--- config.mk ---
export PLATFORM = sky130hd
export DESIGN_NAME = syscall_ctrl
export DESIGN_NICKNAME = d
export VERILOG_FILES = /design/src/rtl/syscall_ctrl.sv
export SDC_FILE = /design/constraint.sdc
export NUM_CORES = 1
export LEC_CHECK = 0
export BUFFER_PORTS_ARGS = -buffer_cell sky130_fd_sc_hd__buf_2
export CELL_PAD_IN_SITES_DETAIL_PLACEMENT = 0
export CELL_PAD_IN_SITES_GLOBAL_PLACEMENT = 2
export CORE_ASPECT_RATIO = 0.9
export CORE_MARGIN = 8
export CORE_UTILIZATION = 35
export DETAILED_ROUTE_END_ITERATION = 12
export GPL_TIMING_DRIVEN = 0
export PLACE_DENSITY = 0.81
export SLEW_MARGIN = 10
export SYNTH_ARGS = -nofsm -noshare
export SYNTH_HDL_FRONTEND = slang
export SYNTH_SLANG_ARGS = --single-unit
--- constraint.sdc ---
create_clock -name clk -period 4.9 [get_ports clk]
set_input_delay 0.49 -clock clk [delete_from_list [all_inputs] [get_ports clk]]
set_output_delay 0.49 -clock clk [all_outputs]
set_load 0.02 [all_outputs]
--- src/rtl/syscall_ctrl.sv ---
`default_nettype none
// ============================================================================
// Module      : syscall_ctrl
// Description : Syscall sequencer between decode and the system-call unit.
//               Buffers display words in a FWFT FIFO toward a console sink and
//               serialises exit (drain, fixed delay, then sticky halt).
// Revision    : 1.0 - initial release
// ============================================================================
module syscall_ctrl #(
    parameter int DATA_W            = 32,
    parameter int FIFO_DEPTH        = 4,
    parameter int EXIT_DRAIN_CYCLES = 5
) (
    input  logic              clk,
    input  logic              rst,
    input  logic              sys_valid,
    output logic              sys_ready,
    input  logic [DATA_W-1:0] sys_code,
    input  logic [DATA_W-1:0] sys_arg,
    output logic [DATA_W-1:0] sys_result,
    output logic              stall,
    output logic              out_valid,
    output logic [DATA_W-1:0] out_data,
    input  logic              out_ready,
    output logic              halted
);

    localparam int c_addr_w = $clog2(FIFO_DEPTH);
    localparam int c_cnt_w  = (EXIT_DRAIN_CYCLES > 1) ? $clog2(EXIT_DRAIN_CYCLES + 1) : 1;

    localparam logic [c_addr_w:0]   c_full      = (c_addr_w + 1)'(FIFO_DEPTH);
    localparam logic [c_addr_w-1:0] c_ptr_one   = c_addr_w'(1);
    localparam logic [c_addr_w:0]   c_occ_one   = (c_addr_w + 1)'(1);
    localparam logic [c_cnt_w-1:0]  c_cnt_load  = c_cnt_w'(EXIT_DRAIN_CYCLES);
    localparam logic [c_cnt_w-1:0]  c_cnt_one   = c_cnt_w'(1);
    localparam logic [DATA_W-1:0]   c_code_disp = DATA_W'(1);
    localparam logic [DATA_W-1:0]   c_code_exit = DATA_W'(2);
    localparam logic [DATA_W-1:0]   c_res_one   = DATA_W'(1);

    typedef enum logic [1:0] {
        ST_RUN   = 2'd0,
        ST_DRAIN = 2'd1,
        ST_WAIT  = 2'd2,
        ST_HALT  = 2'd3
    } state_t;

    state_t               r_state;
    logic [c_cnt_w-1:0]   r_cnt;
    logic                 r_halted;
    logic [DATA_W-1:0]    r_mem [FIFO_DEPTH];
    logic [c_addr_w-1:0]  r_wr_ptr;
    logic [c_addr_w-1:0]  r_rd_ptr;
    logic [c_addr_w:0]    r_count;
    logic [DATA_W-1:0]    r_result;

    logic w_full;
    logic w_accept;
    logic w_push;
    logic w_pop;

    // Ready depends only on registered state/occupancy, never on out_ready.
    assign w_full    = (r_count == c_full);
    assign sys_ready = (r_state == ST_RUN) && !w_full;
    assign stall     = sys_valid && !sys_ready;
    assign w_accept  = sys_valid && sys_ready;
    assign w_push    = w_accept && (sys_code == c_code_disp);

    assign out_valid = (r_count != '0);
    assign out_data  = r_mem[r_rd_ptr];
    assign w_pop     = out_valid && out_ready;

    assign sys_result = r_result;
    assign halted     = r_halted;

    always_ff @(posedge clk or posedge rst) begin
        if (rst) begin
            for (int i = 0; i < FIFO_DEPTH; i++) begin
                r_mem[i] <= '0;
            end
            r_wr_ptr <= '0;
            r_rd_ptr <= '0;
            r_count  <= '0;
        end else begin
            if (w_push) begin
                r_mem[r_wr_ptr] <= sys_arg;
                r_wr_ptr        <= r_wr_ptr + c_ptr_one;
            end
            if (w_pop) begin
                r_rd_ptr <= r_rd_ptr + c_ptr_one;
            end
            case ({w_push, w_pop})
                2'b10:   r_count <= r_count + c_occ_one;
                2'b01:   r_count <= r_count - c_occ_one;
                default: r_count <= r_count;
            endcase
        end
    end

    always_ff @(posedge clk or posedge rst) begin
        if (rst) begin
            r_result <= '0;
        end else if (w_pop) begin
            r_result <= r_result + c_res_one;
        end
    end

    // halted is set on the same edge the FSM enters HALT.
    always_ff @(posedge clk or posedge rst) begin
        if (rst) begin
            r_state  <= ST_RUN;
            r_cnt    <= '0;
            r_halted <= 1'b0;
        end else begin
            case (r_state)
                ST_RUN: begin
                    if (w_accept && (sys_code == c_code_exit)) begin
                        r_state <= ST_DRAIN;
                    end
                end
                ST_DRAIN: begin
                    if (r_count == '0) begin
                        if (EXIT_DRAIN_CYCLES == 0) begin
                            r_state  <= ST_HALT;
                            r_halted <= 1'b1;
                        end else begin
                            r_cnt   <= c_cnt_load;
                            r_state <= ST_WAIT;
                        end
                    end
                end
                ST_WAIT: begin
                    r_cnt <= r_cnt - c_cnt_one;
                    if (r_cnt == c_cnt_one) begin
                        r_state  <= ST_HALT;
                        r_halted <= 1'b1;
                    end
                end
                ST_HALT: begin
                    r_halted <= 1'b1;
                end
                default: begin
                    r_state <= ST_RUN;
                end
            endcase
        end
    end

endmodule
`default_nettype wire

== Word-level counts from Yosys, hierarchy flattened ==
Cells that the tools add are included.

* Add/sub/neg operators: 6
* Magnitude comparators: 3
* Equal/unequal tests: 12
* Mux-type cells: 15
* Bitwise logic cells: 2
* Reductions and logical operators: 19

{| class="wikitable"
|+ Operator list
! kind !! count
|-
| bitwise mux 128 bit || 1
|-
| two-way mux 32 bit || 3
|-
| binary-select mux 32 bit (select 2 bit) || 1
|-
| demux 32 bit (select 2 bit) || 1
|-
| adder 32 x 1 -> 32 bit (second input constant) || 1
|-
| equality test 32 x 1 -> 1 bit (second input constant) || 1
|-
| equality test 32 x 2 -> 1 bit (second input constant) || 1
|-
| one-hot mux 3 bit (2 select lines) || 2
|-
| logical AND 1 bit || 7
|-
| equality test 2 bit (second input constant) || 3
|-
| greater-or-equal comparator 3 bit (second input constant) || 2
|-
| two-way mux 2 bit || 3
|-
| inverter 2 -> 3 bit || 2
|-
| one-hot mux 2 bit (3 select lines) || 1
|-
| nonzero test 2 bit || 3
|-
| nonzero test 3 bit || 2
|-
| subtractor 3 x 1 -> 3 bit (second input constant) || 2
|-
| adder 2 x 1 -> 2 bit (second input constant) || 2
|-
| equality test 2 x 1 -> 1 bit (second input constant) || 2
|-
| != test 2 bit (second input constant) || 2
|-
| AND reduction 2 bit || 2
|-
| AND reduction 4 bit || 1
|-
| adder 3 x 1 -> 3 bit (second input constant) || 1
|-
| equality test 3 x 1 -> 1 bit (second input constant) || 1
|-
| other kinds (9) || 10
|}

* Register bits: 173
* Bits of input ports: 68
* Output and inout bits: 68

== Depth between registers and ports, before layout ==
Gate-level depths: netlist of run 1.

* Depth in word-level cells: 7
* Gate-level depth with buffers: 10
* Depth with buffers taken out: 10

== Worst setup path after synthesis of run 1 ==
Ideal clock, no wire load.

* Path type: input port to flip-flop
* From: in sys_code[3]
* To: reg r_count[2]
* Arrival time: 2.437 ns
* Required time: 4.775 ns
* Path slack: 2.337 ns
* Stages: 9
* Path through: nor4_1 nand4_1 or4_2 ha_1 inv_1 fa_1 xor2_1 nor2_1 xor2_1

* Longest elaborated chain between the ends: 4
* Elaborated cells between the ends (all ways): 6
* Those cells by class: 3 x eq/ne; 1 x mux; 2 x reduce/logical

{| class="wikitable"
|+ RTL lines
! what !! RTL line !! text
|-
| start: declaration || 18 || <nowiki>input logic [DATA_W-1:0] sys_code,</nowiki>
|-
| equality test 32 x 1 -> 1 bit * || 66 || <nowiki>assign w_push = w_accept && (sys_code == c_code_disp);</nowiki>
|-
| logical AND 1 bit * || 66 ||
|-
| equality test 2 x 1 -> 1 bit / equality test 2 bit (equally long branches) || 91 || <nowiki>case ({w_push, w_pop})</nowiki>
|-
| one-hot mux 3 bit (2 select lines) / nonzero test 2 bit (equally long branches) || - ||
|-
| end signal: assignment || 92 || <nowiki>2'b10: r_count <= r_count + c_occ_one;</nowiki>
|-
| end signal: assignment || 93 || <nowiki>2'b01: r_count <= r_count - c_occ_one;</nowiki>
|-
| end signal: assignment || 94 || <nowiki>default: r_count <= r_count;</nowiki>
|-
| end: declaration || 53 || <nowiki>logic [c_addr_w:0] r_count;</nowiki>
|}

Every way passes the cells marked *; elsewhere a longest branch is shown, timed or not.
A chain may end at the register's enable or synchronous reset.

== Worst setup path after layout of run 1 ==
* From: reg r_rd_ptr[0]
* To: out out_data[19]

* Longest elaborated chain between the ends: 4

{| class="wikitable"
|+ RTL lines
! what !! RTL line !! text
|-
| start: declaration || 52 || <nowiki>logic [c_addr_w-1:0] r_rd_ptr;</nowiki>
|-
| start signal: assignment || 89 || <nowiki>r_rd_ptr <= r_rd_ptr + c_ptr_one;</nowiki>
|-
| inverter 2 -> 3 bit (implied by the code) || 69 || <nowiki>assign out_data = r_mem[r_rd_ptr];</nowiki>
|-
| binary-select mux 32 bit (select 2 bit) || 69 ||
|-
| two-way mux 32 bit (implied by the code) (2 in series) || 69 ||
|-
| end: declaration || 23 || <nowiki>output logic [DATA_W-1:0] out_data,</nowiki>
|}

Every way passes these cells. The select of a mux whose other input is x is not followed.

==> results of run 1 <==
## power breakdown
part	internal, mW	total, mW	switching, mW
sequential	1.48	1.53	0.0514
clock	0.802	1.37	0.573
combinational	0.218	0.550	0.332
total	2.50	3.45	0.956
## per-layer routing
layer | vias to the layer above | part of all wire | global-route usage
met1 | 2547 | 0.43 | 0.164
li1 | 2239 | - | -
met5 | - | 0.0025 | 0
met3 | 26 | 0.066 | 0.0539
met4 | 8 | 0.0098 | 0.0309
met2 | 117 | 0.49 | 0.230
## cell usage after synthesis, drive strengths merged (8+ instances only)
| cell type | instances |
|---|---|
| inv | 14 |
| mux2 | 128 |
| xor2 | 10 |
| mux4 | 32 |
| buf | 15 |
| nand4 | 8 |
| nand3 | 16 |
| xnor2 | 27 |
| ha | 13 |
| dfrtp | 173 |
| nand2 | 26 |
| nor2 | 12 |
| nor4 | 8 |
## critical path: cells and delay by family (launching register included)
family,cells,cell delay [ns]
DFF,1,0.33
buffers and inverters,3,1.36
muxes,1,0.64
## layout make-up
type,instances,area (um2),area share
flip-flops and latches,173,4330,0.453
repair buffers,139,756,0.0790
plain buffers,20,165,0.0173
inverters,14,56.3,0.00589
clock buffers,17,425,0.0445
well taps,297,372,0.0388
multi-input cells,321,3290,0.344
clock inverters,13,168,0.0175
## logic make-up after synthesis
group,count (synthesis),synth area share
AO/OA/AOI/OAI,14,0.0121
XOR/XNOR,37,0.0414
adder cells (fa/ha/maj),14,0.0233
buffers and inverters,34,0.0278
flip-flops,173,0.553
multiplexers,161,0.277
AND/OR/NAND/NOR,95,0.0656
## final timing paths
| check | startpoint | end | slack (ns) |
|---|---|---|---|
| worst min register to register | halted | halted | 0.47 |
| max in group asynchronous | rst | r_mem[112] | 3.82 |
| worst min-delay path | rst | r_mem[100] | 0.20 |
| worst max register to register | r_state[0] | r_count[2] | 2.37 |
| worst max-delay path | r_rd_ptr[0] | out_data[19] | 1.64 |
| min in group clk | sys_arg[8] | r_mem[40] | 0.34 |
## stage by stage
| stage | power (mW) | cell area, um2 | hold slack [ns] | setup slack, ns |
|---|---|---|---|---|
| after floorplan | 1.92 | 7840 | 0.471 | 2.20 |
| after global placement | 2.10 | 8890 | 0.454 | 1.28 |
| after detailed placement | 2.12 | 8970 | 0.462 | 1.95 |
| after CTS | 3.51 | 9560 | 0.209 | 1.50 |
| after global routing | 3.63 | 9570 | 0.246 | 1.35 |
| final | 3.45 | 9570 | 0.200 | 1.64 |
## sequential cells by signal, summed over array words and instances (netlist names)
| signal | cells |
|---|---|
| r_mem | 128 |
| sys_result | 32 |
| r_cnt | 3 |
| r_count | 3 |
| r_rd_ptr | 2 |
| r_state | 2 |
| r_wr_ptr | 2 |
| halted | 1 |
## placed cells by master, fill, tap and decap left out, types with 3 or more instances in the layout
cell type	instances
xor2_1	10
buf_2	135
nand4_1	8
and4_1	5
mux4_2	32
buf_6	12
mux2_2	128
clkbuf_16	17
clkbuf_1	5
bufinv_16	3
xnor2_1	27
dfrtp_1	173
nand3_1	16
nand2_1	26
and2_1	3
nor4_1	6
inv_1	13
buf_12	4
buf_1	3
and3_1	5
clkinvlp_4	5
o22ai_1	3
nor2_1	12
ha_1	13
==> results.md, run 1 <==
- FMAX: 0.307 GHz
- Slowest CP cell: buf_1
- RSZ-0062 raised after global routing: no
- CTS tree: built
- Input/output buffers: roughly 140
- # setup viols final: 0
- DRC viols: 0
- Max-Cap Viols: 0
- CP Max Fanout: 10
- Initial antenna violation count: 4
- Crit end category: output port
- Core region area: ~0.022 mm2
- Hold Path Class: in2async
- DP HPWL: 13,000 um
- Syn nets: between 600 and 700
- Max Slew Vio Count: 0
- Register-to-Register Path Depth: 10
- Ant. Diodes: 0
- Worst-Skew Late Latency: roughly 0.43 ns
- H-tree levels: 4
- Worst-margin pin slew: approximately 0.94 ns
- Pwr Density: 361 mW/mm2
- Leading area contributor after synthesis: dfrtp_1
- Vias per cell: around 5
- Period Utilization, post-route: 0.664
- Ys flop type: dfrtp_1
- Post_cts resized: 0
- Layout Skew: roughly 0.011 ns
- Wire per inst: roughly 18 um
- Area Growth Syn to Fin: 22.1%
- Largest net degree at the start of global routing: 42
- Die Wd: between 150 and 200 um
- Synth top area cells: dfrtp_1 (55%), mux2_2 (18%), mux4_2 (9.2%)
- CTS clk-pin slew, worst paths: 0.07 ns
- Synth top area share: 0.553
- Number of post-CTS setup repair buffers: 0
- Cts hold-fix bufs: 0
- Mapped Area: a little under 0.008 mm2
- Initial Util: 0.352
- Fin nets: approximately 770
- Syn avg cell area: 14.8 um2
- Dpl cells: around 960
- Fin cells: 994
- First-pass GRT wire length: 29,800 um
- Seq/Total Area, Yosys: 0.553
- VDD IR max: approximately 0.19 mV
- Startpoint types: flop
- WP data required: between 4 and 5 ns
- Aggregate global-route resource usage: 0.137
- EDFF count, synth: 0
- DR vias: just under 5,000
- Count of unique library cells instantiated by Yosys: 39
- Root Buffer: clkbuf_16
- Std-Cell Rows: 52
- Yosys warns: 0
- Die Ht: between 150 and 200 um
- Num CTS Buffers: 17
- Crit-path cells: clkbuf_1 -> buf_1 -> mux4_2 -> buf_2
- Final Wtd Congestion: roughly 0.8
- Final Util: 0.430
- Relative slew slack: 0.372
- FILL cells: about 2,100
- Minimum clock period: around 3.3 ns
- CTS Sinks: roughly 170
- IO Count: about 140
- Antenna Nets Post-Route: 0
- Pleak: between 4 and 5 nW
- CP max stage delay: 0.76 ns
- Setup TNS: 0 ns
- Post-Synthesis Cells: around 530
- Max Root-Sink Buffers: 2
- Arrival time at the worst endpoint: 2.77 ns
- Synth async-reset ratio: 1.00
- Outcome: finished, final reports clean
- Layout cells sized above 1: 0.504
- Final global-route overflow total: 0
- DRT Wirelength: 18,100 um
- DIE AREA: roughly 0.027 mm2
- Endpoints failing hold: 0
- Critical path class: reg2out
- DR pass1 iterations: 4
- FF+latch count, synth: around 170
- Vias in the first global route: around 5,600
- Initial DRC count: between 150 and 200
(Power assumes the default switching activity.)
==> run 2: changes to the inputs <==
Settings changed: CORE_UTILIZATION 35 to 39, PLACE_DENSITY 0.81 to 0.85.
Clock period 4.9 ns to 3.06 ns, I/O delays scaled along.
==> results.md, run 2 (synthesis results as in run 1) <==
- Largest net degree at the start of global routing: 40 (-4.8%)
- DP HPWL: 12,400 um (-4.6%)
- Worst Hold Margin: -0.00668 ns (-0.207 ns)
- Sw Ratio: 0.277 (-0.000525)
- Hold Path Class: in2async
- Dpl cells: 923 (-4.3%)
- Pwr Density: 587 mW/mm2 (+63%)
- Critical path class: reg2out
- Ant. Diodes: 0 (unchanged)
- FMAX: about 0.36 GHz
- Largest register FFs: 128 (unchanged)
- Relative slew slack: 0.286 (-0.0862)
- Psw: 1.55 mW (+63%)
- DR vias: 4,865 (-1.5%)
- Int Power: 4.07 mW (+63%)
- Startpoint types: flop
- CP Max Fanout: 10 (unchanged)
- DRC viols: 0 (unchanged)
- Cts hold-fix bufs: 0 (unchanged)
- FILL cells: 1,755 (-16%)
- Std-Cell Rows: 49 (-5.8%)
- Commonest non-fill, non-tap cell in the layout: dfrtp_1
- Largest reg by FF count: r_mem
- Initial antenna violation count: 1 (-3)
- Vias per cell: 5.09 (+2.6%)
- Footprint of the multi-input gates: 0.00329 mm2 (-0.19%)
- DIE AREA: 0.0249 mm2 (-9.3%)
- VDD IR max: 0.340 mV (+80%)
- Setup TNS: 0 ns (unchanged)
- Reg power frac: 0.435 (-0.007)
- # setup viols final: 0 (unchanged)
- Max Slew Vio Count: 0 (unchanged)
- Max Root-Sink Buffers: 2 (unchanged)
- Commonest non-fill, non-tap cells in the layout: dfrtp_1 (173), buf_2 (135), mux2_2 (128)
- CTS clk-pin slew, worst paths: 0.07 ns (about the same)
- Layout cells sized above 1: 0.509 (+0.00498)
- H-tree levels: 4 (unchanged)
- Crit end category: output port
- Max-Cap Viols: 0 (unchanged)
- Final global-route overflow total: 0 (unchanged)
- Arrival time at the worst endpoint: 2.46 ns (-0.31 ns)
- Initial Util: 0.394 (+0.0423)
- Endpoints failing hold: 20 (+20)
- Initial DRC count: 212 (+35%)
- Worst-Skew Late Latency: 0.43 ns (about the same)
- Fin cells: 955 (-3.9%)
- Die Wd: 165 um (-4.8%)
- Antenna Nets Post-Route: 0 (unchanged)
- Root Buffer: clkbuf_16
- Input/output buffers: 135 (unchanged)
- Area Growth Syn to Fin: 22.3%
- FF/Latch Area: 0.00433 mm2 (unchanged)
- WP data required: 2.75 ns (-1.66 ns)
- RSZ-0062 raised after global routing: no
- Aggregate global-route resource usage: 0.144 (+0.00719)
- Period Utilization, post-route: 0.903
- DRT Wirelength: 17,100 um (-5.7%)
- Pleak: 4.92 nW (+0.91%)
- Gate power share: 0.158 (about the same)
- Layout Skew: 0.00625 ns (-0.00433 ns)
- Num CTS Buffers: 17 (unchanged)
- IO Count: 136 (unchanged)
- Core region area: 0.0199 mm2 (-11%)
- CTS tree: built
- Wire per inst: 17.9 um (-1.8%)
- DR pass1 iterations: 4 (unchanged)
- Clock power share: 0.407 (+0.009)
- Die Ht: 150 um (-4.7%)
- Worst-margin pin slew: 1.06 ns (+0.120 ns)
- Failing checks: hold timing
- First-pass GRT wire length: 27,900 um (-6.6%)
- Outcome: finished with violations
- Final Wtd Congestion: 0.752 (-5.6%)
- Minimum clock period: 2.76 ns
- Fin nets: 769 (+0.13%)
- Vias in the first global route: 5,500 (-2.0%)
- CTS Sinks: 173 (unchanged)
- Number of post-CTS setup repair buffers: 0 (unchanged)
## run 2: cell count changes in the layout (fill, tap and decap cells not counted), sizes merged
cell	delta
buf	-2
clkbuf	+5
clkinv	-1
clkinvlp	-1
inv	+2
## run 2: path summary, 6_finish.rpt
path	depth (start not counted)	start	slack [ns]	end
min in group clk	2	sys_arg[2]	0.15	r_mem[66]
hold / removal	2	rst	-0.007	r_mem[34]
hold reg to reg	1	halted	0.47	halted
max in group asynchronous	5	rst	2.04	r_mem[28]
setup reg to reg	8	r_count[0]	0.53	r_count[2]
setup / recovery	4	r_rd_ptr[0]	0.30	out_data[19]
## run 2: critical path, cell delays in order, from the launching register on
cell      delay [ns]
dfrtp_1         0.32
clkbuf_1        0.44
clkbuf_2        0.48
mux4_2          0.60
buf_2           0.19
## run 2: power by group through the flow
stage | registers, mW | logic (mW) | clock network (mW)
after floorplan | 2.51 | 0.555 | 0
after global placement | 2.48 | 0.871 | 0
after detailed placement | 2.48 | 0.917 | 0
after CTS | 2.44 | 0.920 | 2.34
after global routing | 2.46 | 0.988 | 2.45
final | 2.44 | 0.891 | 2.29
## run 2: repair_timing
action,in CTS,in global routing
endpoints found under the hold margin,0,0
gates resized for setup,0,6
setup endpoints to repair,28,28
## run 2: stage by stage
step / hold slack (ns) / setup slack, ns / total power, mW / cell area (um2) / utilization
3_3_place_gp: 0.454 / -0.373 / 3.35 / 8830 / 0.445
3_5_place_dp: 0.457 / 0.360 / 3.40 / 8950 / 0.450
4_1_cts: 0.000121 / -0.106 / 5.70 / 9580 / 0.482
6_report: -0.00668 / 0.296 / 5.62 / 9580 / 0.482
2_1_floorplan: 0.456 / 0.543 / 3.07 / 7840 / -
5_1_grt: 0.0183 / 0.0841 / 5.90 / 9580 / 0.482
## run 2: layer usage
metal | GRT usage | vias to the layer above | share of wire
met5 | 0 | - | 0.00053
met4 | 0.0384 | 2 | 0.0097
met3 | 0.0544 | 18 | 0.069
met2 | 0.235 | 111 | 0.48
met1 | 0.177 | 2499 | 0.44
li1 | - | 2235 | -
## run 2: area by class of cell
class,count,area share
Multi-Input combinational cell,321,0.343
Buffer,20,0.0176
Sequential cell,173,0.452
Timing Repair Buffer,140,0.0825
Tap cell,255,0.0333
Inverter,14,0.00588
Clock buffer,19,0.0473
Clock inverter,13,0.0184
